$ cat src/rtl/mem_arb_pkg.sv
`default_nettype none
// ============================================================================
// Module      : mem_arb_pkg
// Description : Shared types and width codes for the memory arbiter.
// Revision    : 1.0 - initial release
// ============================================================================
package mem_arb_pkg;

    typedef enum logic [1:0] {
        IDLE  = 2'd0,
        ISSUE = 2'd1,
        RESP  = 2'd2
    } state_e;

    typedef enum logic {
        OWN_I = 1'b0,
        OWN_D = 1'b1
    } owner_e;

    localparam logic [2:0] WIDTH_BYTE = 3'b000;
    localparam logic [2:0] WIDTH_HALF = 3'b001;
    localparam logic [2:0] WIDTH_WORD = 3'b010;

endpackage
`default_nettype wire

$ cat src/rtl/rr_arb2.sv
`default_nettype none
// ============================================================================
// Module      : rr_arb2
// Description : Two-way round-robin arbiter with one-hot grant.
// Revision    : 1.0 - initial release
// ============================================================================
module rr_arb2
    import mem_arb_pkg::*;
(
    input  logic       clock,
    input  logic       reset_n,
    input  logic       en,
    input  logic [1:0] req,
    output logic [1:0] grant
);

    owner_e r_last_grant;

    // Bit 0 is the fetch side, bit 1 the data side; ties go to whoever lost last.
    always_comb begin
        grant = 2'b00;
        if (en) begin
            case (req)
                2'b01:   grant = 2'b01;
                2'b10:   grant = 2'b10;
                2'b11:   grant = (r_last_grant == OWN_D) ? 2'b01 : 2'b10;
                default: grant = 2'b00;
            endcase
        end
    end

    always_ff @(posedge clock or negedge reset_n) begin
        if (!reset_n) begin
            r_last_grant <= OWN_D;
        end else if (en && |req) begin
            r_last_grant <= owner_e'(grant[1]);
        end
    end

endmodule
`default_nettype wire

$ cat src/rtl/mem_arbiter.sv
`default_nettype none
// ============================================================================
// Module      : mem_arbiter
// Description : Shares a single-port byte memory between fetch and load/store.
// Revision    : 1.0 - initial release
// ============================================================================
module mem_arbiter
    import mem_arb_pkg::*;
#(
    parameter int XLEN = 32
) (
    input  logic            clock,
    input  logic            reset_n,
    input  logic            i_req_valid,
    output logic            i_req_ready,
    input  logic [XLEN-1:0] i_req_addr,
    output logic            i_rsp_valid,
    input  logic            i_rsp_ready,
    output logic [XLEN-1:0] i_rsp_data,
    output logic            i_rsp_fault,
    input  logic            d_req_valid,
    output logic            d_req_ready,
    input  logic [XLEN-1:0] d_req_addr,
    input  logic [XLEN-1:0] d_req_wdata,
    input  logic [2:0]      d_req_width,
    input  logic            d_req_write,
    output logic            d_rsp_valid,
    input  logic            d_rsp_ready,
    output logic [XLEN-1:0] d_rsp_data,
    output logic            d_rsp_fault,
    output logic [XLEN-1:0] mem_addr,
    output logic [XLEN-1:0] mem_wdata,
    output logic [2:0]      mem_width,
    output logic            mem_read_en,
    output logic            mem_write_en,
    input  logic [XLEN-1:0] mem_valM,
    input  logic            mem_fault
);

    state_e          r_state;
    state_e          w_next_state;
    owner_e          r_owner;
    logic [XLEN-1:0] r_addr;
    logic [XLEN-1:0] r_wdata;
    logic [2:0]      r_width;
    logic            r_write;
    logic [XLEN-1:0] r_rsp_data;
    logic            r_rsp_fault;
    logic            w_arb_en;
    logic [1:0]      w_grant;
    logic            w_rsp_done;

    // Gating with reset_n keeps the request readies low while reset is held.
    assign w_arb_en = (r_state == IDLE) && reset_n;

    rr_arb2 u_rr_arb2 (
        .clock   (clock),
        .reset_n (reset_n),
        .en      (w_arb_en),
        .req     ({d_req_valid, i_req_valid}),
        .grant   (w_grant)
    );

    assign i_req_ready = w_grant[0];
    assign d_req_ready = w_grant[1];

    assign w_rsp_done = (r_owner == OWN_I) ? i_rsp_ready : d_rsp_ready;

    always_comb begin
        w_next_state = r_state;
        case (r_state)
            IDLE:    if (|w_grant) w_next_state = ISSUE;
            ISSUE:   w_next_state = RESP;
            RESP:    if (w_rsp_done) w_next_state = IDLE;
            default: w_next_state = IDLE;
        endcase
    end

    always_ff @(posedge clock or negedge reset_n) begin
        if (!reset_n) begin
            r_state <= IDLE;
        end else begin
            r_state <= w_next_state;
        end
    end

    always_ff @(posedge clock or negedge reset_n) begin
        if (!reset_n) begin
            r_owner <= OWN_I;
            r_addr  <= '0;
            r_wdata <= '0;
            r_width <= 3'b000;
            r_write <= 1'b0;
        end else if (w_grant[0]) begin
            r_owner <= OWN_I;
            r_addr  <= i_req_addr;
            r_wdata <= '0;
            r_width <= WIDTH_WORD;
            r_write <= 1'b0;
        end else if (w_grant[1]) begin
            r_owner <= OWN_D;
            r_addr  <= d_req_addr;
            r_wdata <= d_req_wdata;
            r_width <= d_req_width;
            r_write <= d_req_write;
        end
    end

    // Stores return zero data; the fault flag is captured either way.
    always_ff @(posedge clock or negedge reset_n) begin
        if (!reset_n) begin
            r_rsp_data  <= '0;
            r_rsp_fault <= 1'b0;
        end else if (r_state == ISSUE) begin
            r_rsp_data  <= r_write ? '0 : mem_valM;
            r_rsp_fault <= mem_fault;
        end
    end

    assign mem_addr     = r_addr;
    assign mem_wdata    = r_wdata;
    assign mem_width    = r_width;
    assign mem_read_en  = (r_state == ISSUE) && !r_write;
    assign mem_write_en = (r_state == ISSUE) && r_write;

    assign i_rsp_valid  = (r_state == RESP) && (r_owner == OWN_I);
    assign d_rsp_valid  = (r_state == RESP) && (r_owner == OWN_D);
    assign i_rsp_data   = r_rsp_data;
    assign i_rsp_fault  = r_rsp_fault;
    assign d_rsp_data   = r_rsp_data;
    assign d_rsp_fault  = r_rsp_fault;

endmodule
`default_nettype wire
$ cat config.mk
export PLATFORM = sky130hd
export DESIGN_NAME = mem_arbiter
export DESIGN_NICKNAME = d
export VERILOG_FILES = /design/src/rtl/mem_arb_pkg.sv /design/src/rtl/rr_arb2.sv /design/src/rtl/mem_arbiter.sv
export SDC_FILE = /design/constraint.sdc
export NUM_CORES = 1
export LEC_CHECK = 0
export ABC_AREA = 0
export ABC_CLOCK_PERIOD_IN_PS = 1700
export CORE_MARGIN = 2
export CORE_UTILIZATION = 35
export CTS_BUF_LIST = sky130_fd_sc_hd__clkbuf_4
export DETAILED_ROUTE_END_ITERATION = 16
export GPL_TIMING_DRIVEN = 0
export PLACE_DENSITY = 0.9
export SYNTH_ARGS = -nofsm -noshare
export SYNTH_HDL_FRONTEND = slang
export SYNTH_SLANG_ARGS = --single-unit
export TNS_END_PERCENT = 100
$ cat constraint.sdc
create_clock -name clock -period 1.7 [get_ports clock]
set_input_delay 0.51 -clock clock [delete_from_list [all_inputs] [get_ports clock]]
set_output_delay 0.51 -clock clock [all_outputs]
set_load 0.005 [all_outputs]
; Word level (Yosys, flattened, before mapping)
; Cells that the tools add are included.
[word_totals]
memories = 0
ram_bits = 0
reg_bits = 105
latchBits = 0
word_cells = 47
output_inout_bits = 139
romBits = 0
in_bits = 139
[op_classes]
div_mod_pow = 0
magnitude_cmp = 0
addsub = 0
mux = 18
n_shift = 0
n_mul = 0
reduce_logical = 12
n_bitwise = 1
n_eq_ne = 7
[ops]
columns = op, count
row1 = 32-bit two-way mux, 5
row2 = 2-bit one-hot mux with 3 select lines, 2
row3 = 2-bit two-way mux, 4
row4 = 2-bit equality test (second input constant), 3
row5 = 1-bit logical AND, 6
row6 = 3-bit two-way mux, 2
row7 = 1-bit two-way mux, 5
row8 = 2-bit by 1-bit equality test with 1-bit output (second input constant), 2
row9 = 2-bit OR reduction, 2
row10 = 2-bit zero test, 1
row11 = 2-bit by 1-bit inequality test with 1-bit output (second input constant), 1
row12 = 2-bit inequality test (second input constant), 1
row13 = 2-bit AND reduction, 1
row14 = 2-bit nonzero test, 1
row15 = 1-bit zero test, 1
row16 = 1-bit NOT, 1

; Longest topological paths before layout
[logic_depth]
ltp_word = 6
mapped_depth = 5

; Cells and area by module
; From an unflattened synthesis, not the netlist that was laid out.
[unflattened]
cells_unflattened = 419
area_unflattened_um2 = 4978.5
[modules_own_cells]
columns = mod, cells_each, seq_area_each_um2, area_per_inst_um2, n_inst
row1 = mem_arbiter, 411, 2602.5, 4916.0, 1
row2 = rr_arb2, 8, 26.3, 62.6, 1

; Least setup slack after synthesis
; OpenSTA, ideal clock, no wires.
[synth_timing]
kind = input -> output
from = input reset_n
to = output i_req_ready
cell_stages = 3
setup_slack_ns = -0.068
n_path_buf = 1
t_required_ns = 1.190
arrival_time_ns = 1.258
cell_sequence = or3b_1 > buf_6 > nor3b_4
[synth_via]
elab_chain_cells = 2
[synth_rtl]
columns = item, line
row1 = "start, declared", mem_arbiter.sv:13  ; input logic reset_n,
row2 = 1-bit logical AND, mem_arbiter.sv:54  ; assign w_arb_en = (r_state == IDLE) && reset_n;
row3 = 2-bit two-way mux, rr_arb2.sv:22  ; if (en) begin
row4 = "end, declared", mem_arbiter.sv:15  ; output logic i_req_ready,
; No other way between the ends.

; Final worst setup path
[layout_timing]
from = register r_state[1]
to = output i_req_ready
[layout_via]
elab_chain_cells = 3
[layout_rtl]
columns = item, line
row1 = "start, declared", mem_arbiter.sv:40  ; state_e r_state;
row2 = "start signal, assigned", mem_arbiter.sv:83  ; r_state <= w_next_state;
row3 = 2-bit zero test, mem_arbiter.sv:54
row4 = 1-bit logical AND, mem_arbiter.sv:54
row5 = 2-bit two-way mux, rr_arb2.sv:22
; No other way between the ends.

==> results.json <==
{
  "syn_area_per_cell_um2": 10.94,
  "grt_max_degree": 31,
  "synth_cells": 427,
  "peakVddDrop_mv": 0.8242,
  "root_buffer": "clkbuf_4",
  "final_layout_size_suffix_gt1_share_pct": 31.84,
  "drc": 0,
  "filler_cell_count": 876,
  "synthTopCellsByArea": "dfrtp_1 (56%), nand2_1 (7.4%), a22o_1 (6.6%)",
  "cp-startpoint": "r_state[1]$_DFFE_PN0P_",
  "yosysTopAreaCellShare_pct": 55.70,
  "syn2layout_area_growth_pct": 94.97,
  "violations": "setup timing",
  "wl_per_cell_um": 19.15,
  "worstPathArrival_ps": 1810,
  "fin_skew_ps": 9.539,
  "cts.clk_slew.worst_paths_ps": 170,
  "max_freq_mhz": 430.9,
  "cts_tree": "built",
  "routed_wl_um": 18720,
  "crit_chain": "buf_6 -> or3b_4 -> nor3b_4 -> buf_2",
  "fin_crit_ps": 2321,
  "setup_slack_ps": -620.8,
  "portBuffers": 277,
  "cts_buffers": 9,
  "fin_util_pct": 69.33,
  "initial_utilization_pct": 35.56,
  "grt_pass1_wl_um": 28720,
  "critPathMaxFanout": 2,
  "cts_num_sinks": 105,
  "p_per_area_mw_per_mm2": 1548,
  "grt-ovfl-total": 0,
  "die-area_mm2": 0.01429,
  "row_count": 42,
  "synth.largest_area_cell": "dfrtp_1",
  "maxCapViolCount": 0,
  "die-height_um": 119.5,
  "hold_path_class": "in -> async",
  "postRouteAntennaNets": 0,
  "antenna_found_initial": 1,
  "crit_family": "simple AND/OR/NAND/NOR gates",
  "worstPathRequired_ps": 1190,
  "leakage_nw": 4.356,
  "dp_hpwl_um": 11420,
  "num_vias": 4932,
  "design.portCount": 278,
  "ys_seq_area_share_pct": 56.27,
  "final_common_cell": "clkdlybuf4s50_1",
  "core_mm2": 0.01314,
  "max_stage_delay_ps": 430,
  "finalPower_w": 0.01410,
  "crit_slowest_cell": "dfrtp_1",
  "clk_latency_ps": 480,
  "finalCritPeriodShare_pct": 136.5,
  "cts_max_path_buffers": 2,
  "outcome": "finished with violations",
  "setup_violations": 38,
  "criticalPathCategory": "reg -> out",
  "end_kind": "output pin",
  "slew_violations": 0,
  "synth_cell_types": 29,
  "gr-usage-all-layers_pct": 26.11,
  "cp_num_buf_inv": 2,
  "routed_via_density": 5.043,
  "drt_iter0_markers": 360,
  "reg2reg_from": "r_state[1]$_DFFE_PN0P_",
  "synthesis.area_mm2": 0.004672,
  "dpl_worst_slack_ps": -1849,
  "final_nets": 935,
  "dr.pass1.iters": 5,
  "synth_nets": 566,
  "ys_ff_latch": 105,
  "die_width_um": 119.5,
  "hold_violations": 0,
  "final_cell_mix": "clkdlybuf4s50_1 (137), dfrtp_1 (104), buf_6 (99)",
  "gp_congestion": 0.8260,
  "first_global_vias": 5181,
  "rsz0062_at_grt": "yes",
  "cts_max_level": 3,
  "stdcell_area_mm2": 0.009109,
  "slew_headroom_pct": 80.47,
  "dpl_cell_area_mm2": 0.007690,
  "yosys_warnings": 0,
  "tightest_slew_ps": 291.9,
  "cp-start-kind": "register"
}
[final cells by class]
cell class              count  area [um^2]  area share [%]
flip-flops and latches    105         2629           28.86
inverters                  19        75.07          0.8242
diodes                      1        2.502         0.02747
multi-input cells         236         1673           18.37
well taps                 176        220.2           2.418
plain buffers              40        409.1           4.492
repair buffers            385         3925           43.09
clock buffers               9        67.56          0.7418
clock inverters             7        107.6           1.181
[synth_stat cells]
cell and instances:
nor2b_1 1, nor3_1 7, buf_2 9, buf_12 2, a221o_1 27, buf_6 6
mux2_1 1, nor3_2 20, mux2_2 1, dfstp_2 1, dfrtp_1 104, and3_1 1
inv_1 19, nor3b_2 1, a21o_1 2, a222oi_1 5, a22o_1 35, or2b_1 1
a2bb2oi_1 1, nand2b_2 1, buf_1 3, o21ai_1 1, or3b_1 1, clkbuf_1 14
nand2_1 92, o21ai_0 33, buf_4 33, nor2_1 4, nor3b_4 1
[per-stage QoR]
stage | TNS (ps) | cells | hold WS (ps)
2_1_floorplan | -67.78 | 427 | 214.4
3_3_place_gp | -738580 | 880 | 481.5
3_5_place_dp | -78630 | 881 | 480.1
4_1_cts | -7358 | 979 | 17.97
5_1_grt | -7551 | 978 | 12.63
6_report | -4413 | 978 | 46.71
[state kept, by name (all words and copies together) (netlist names)]
| name | flops |
|---|---|
| r_owner | 1 |
| u_rr_arb2.r_last_grant | 1 |
| d_rsp_fault | 1 |
| r_write | 1 |
| mem_wdata | 32 |
| mem_width | 3 |
| r_state | 2 |
| d_rsp_data | 32 |
| mem_addr | 32 |
[final timing paths]
kind                            cells past startpoint                   endpoint  slack (ps)
max in group asynchronous                           3   mem_wdata[2]$_DFFE_PN0P_         980
worst min-delay path                                3  mem_wdata[28]$_DFFE_PN0P_          50
min in group clock                                  1  mem_wdata[15]$_DFFE_PN0P_         520
worst min register to register                      1  mem_wdata[15]$_DFFE_PN0P_         520
worst max-delay path                                4                i_req_ready        -620
worst max register to register                      7   mem_addr[16]$_DFFE_PN0P_         -70
[power breakdown]
part           internal (W)  switching (W)  leakage (nW)
Combinational       0.00507        0.00303          2.95
Sequential          0.00364       0.000822          1.32
Clock              0.000627       0.000914        0.0910
[worst min-delay path, stage by stage]
cell and delay (ps):
buf_16 100, buf_16 110, buf_12 180
[layer usage]
metal / global-route usage, % / vias to the layer above / part of all wire [%]
met3: 5.846 / 56 / 8.3
met1: 31.05 / 2388 / 37
met2: 45.11 / 288 / 50
met4: 11.84 / 0 / 4.1
li1: - / 2200 / -
met5: 0 / - / 0
[cell families after synthesis]
logic type,Yosys count,share of synthesized area [%]
multiplexers,2,0.4820
AND/OR/NAND/NOR,130,14.22
flip-flops,105,56.27
buffers and inverters,86,11.46
AO/OA/AOI/OAI,104,17.57
[repair_timing]
item | 4_1_cts | 5_1_grt
setup endpoints to repair | 210 | 181
hold buffers | 5 | 1
hold endpoints to repair | 46 | 22
buffers inserted | 86 | 27
cloned | 2 | 3
pin swaps | 5 | 8
resized for setup | 459 | 117
Note: power is estimated with default switching activity, not from simulation.
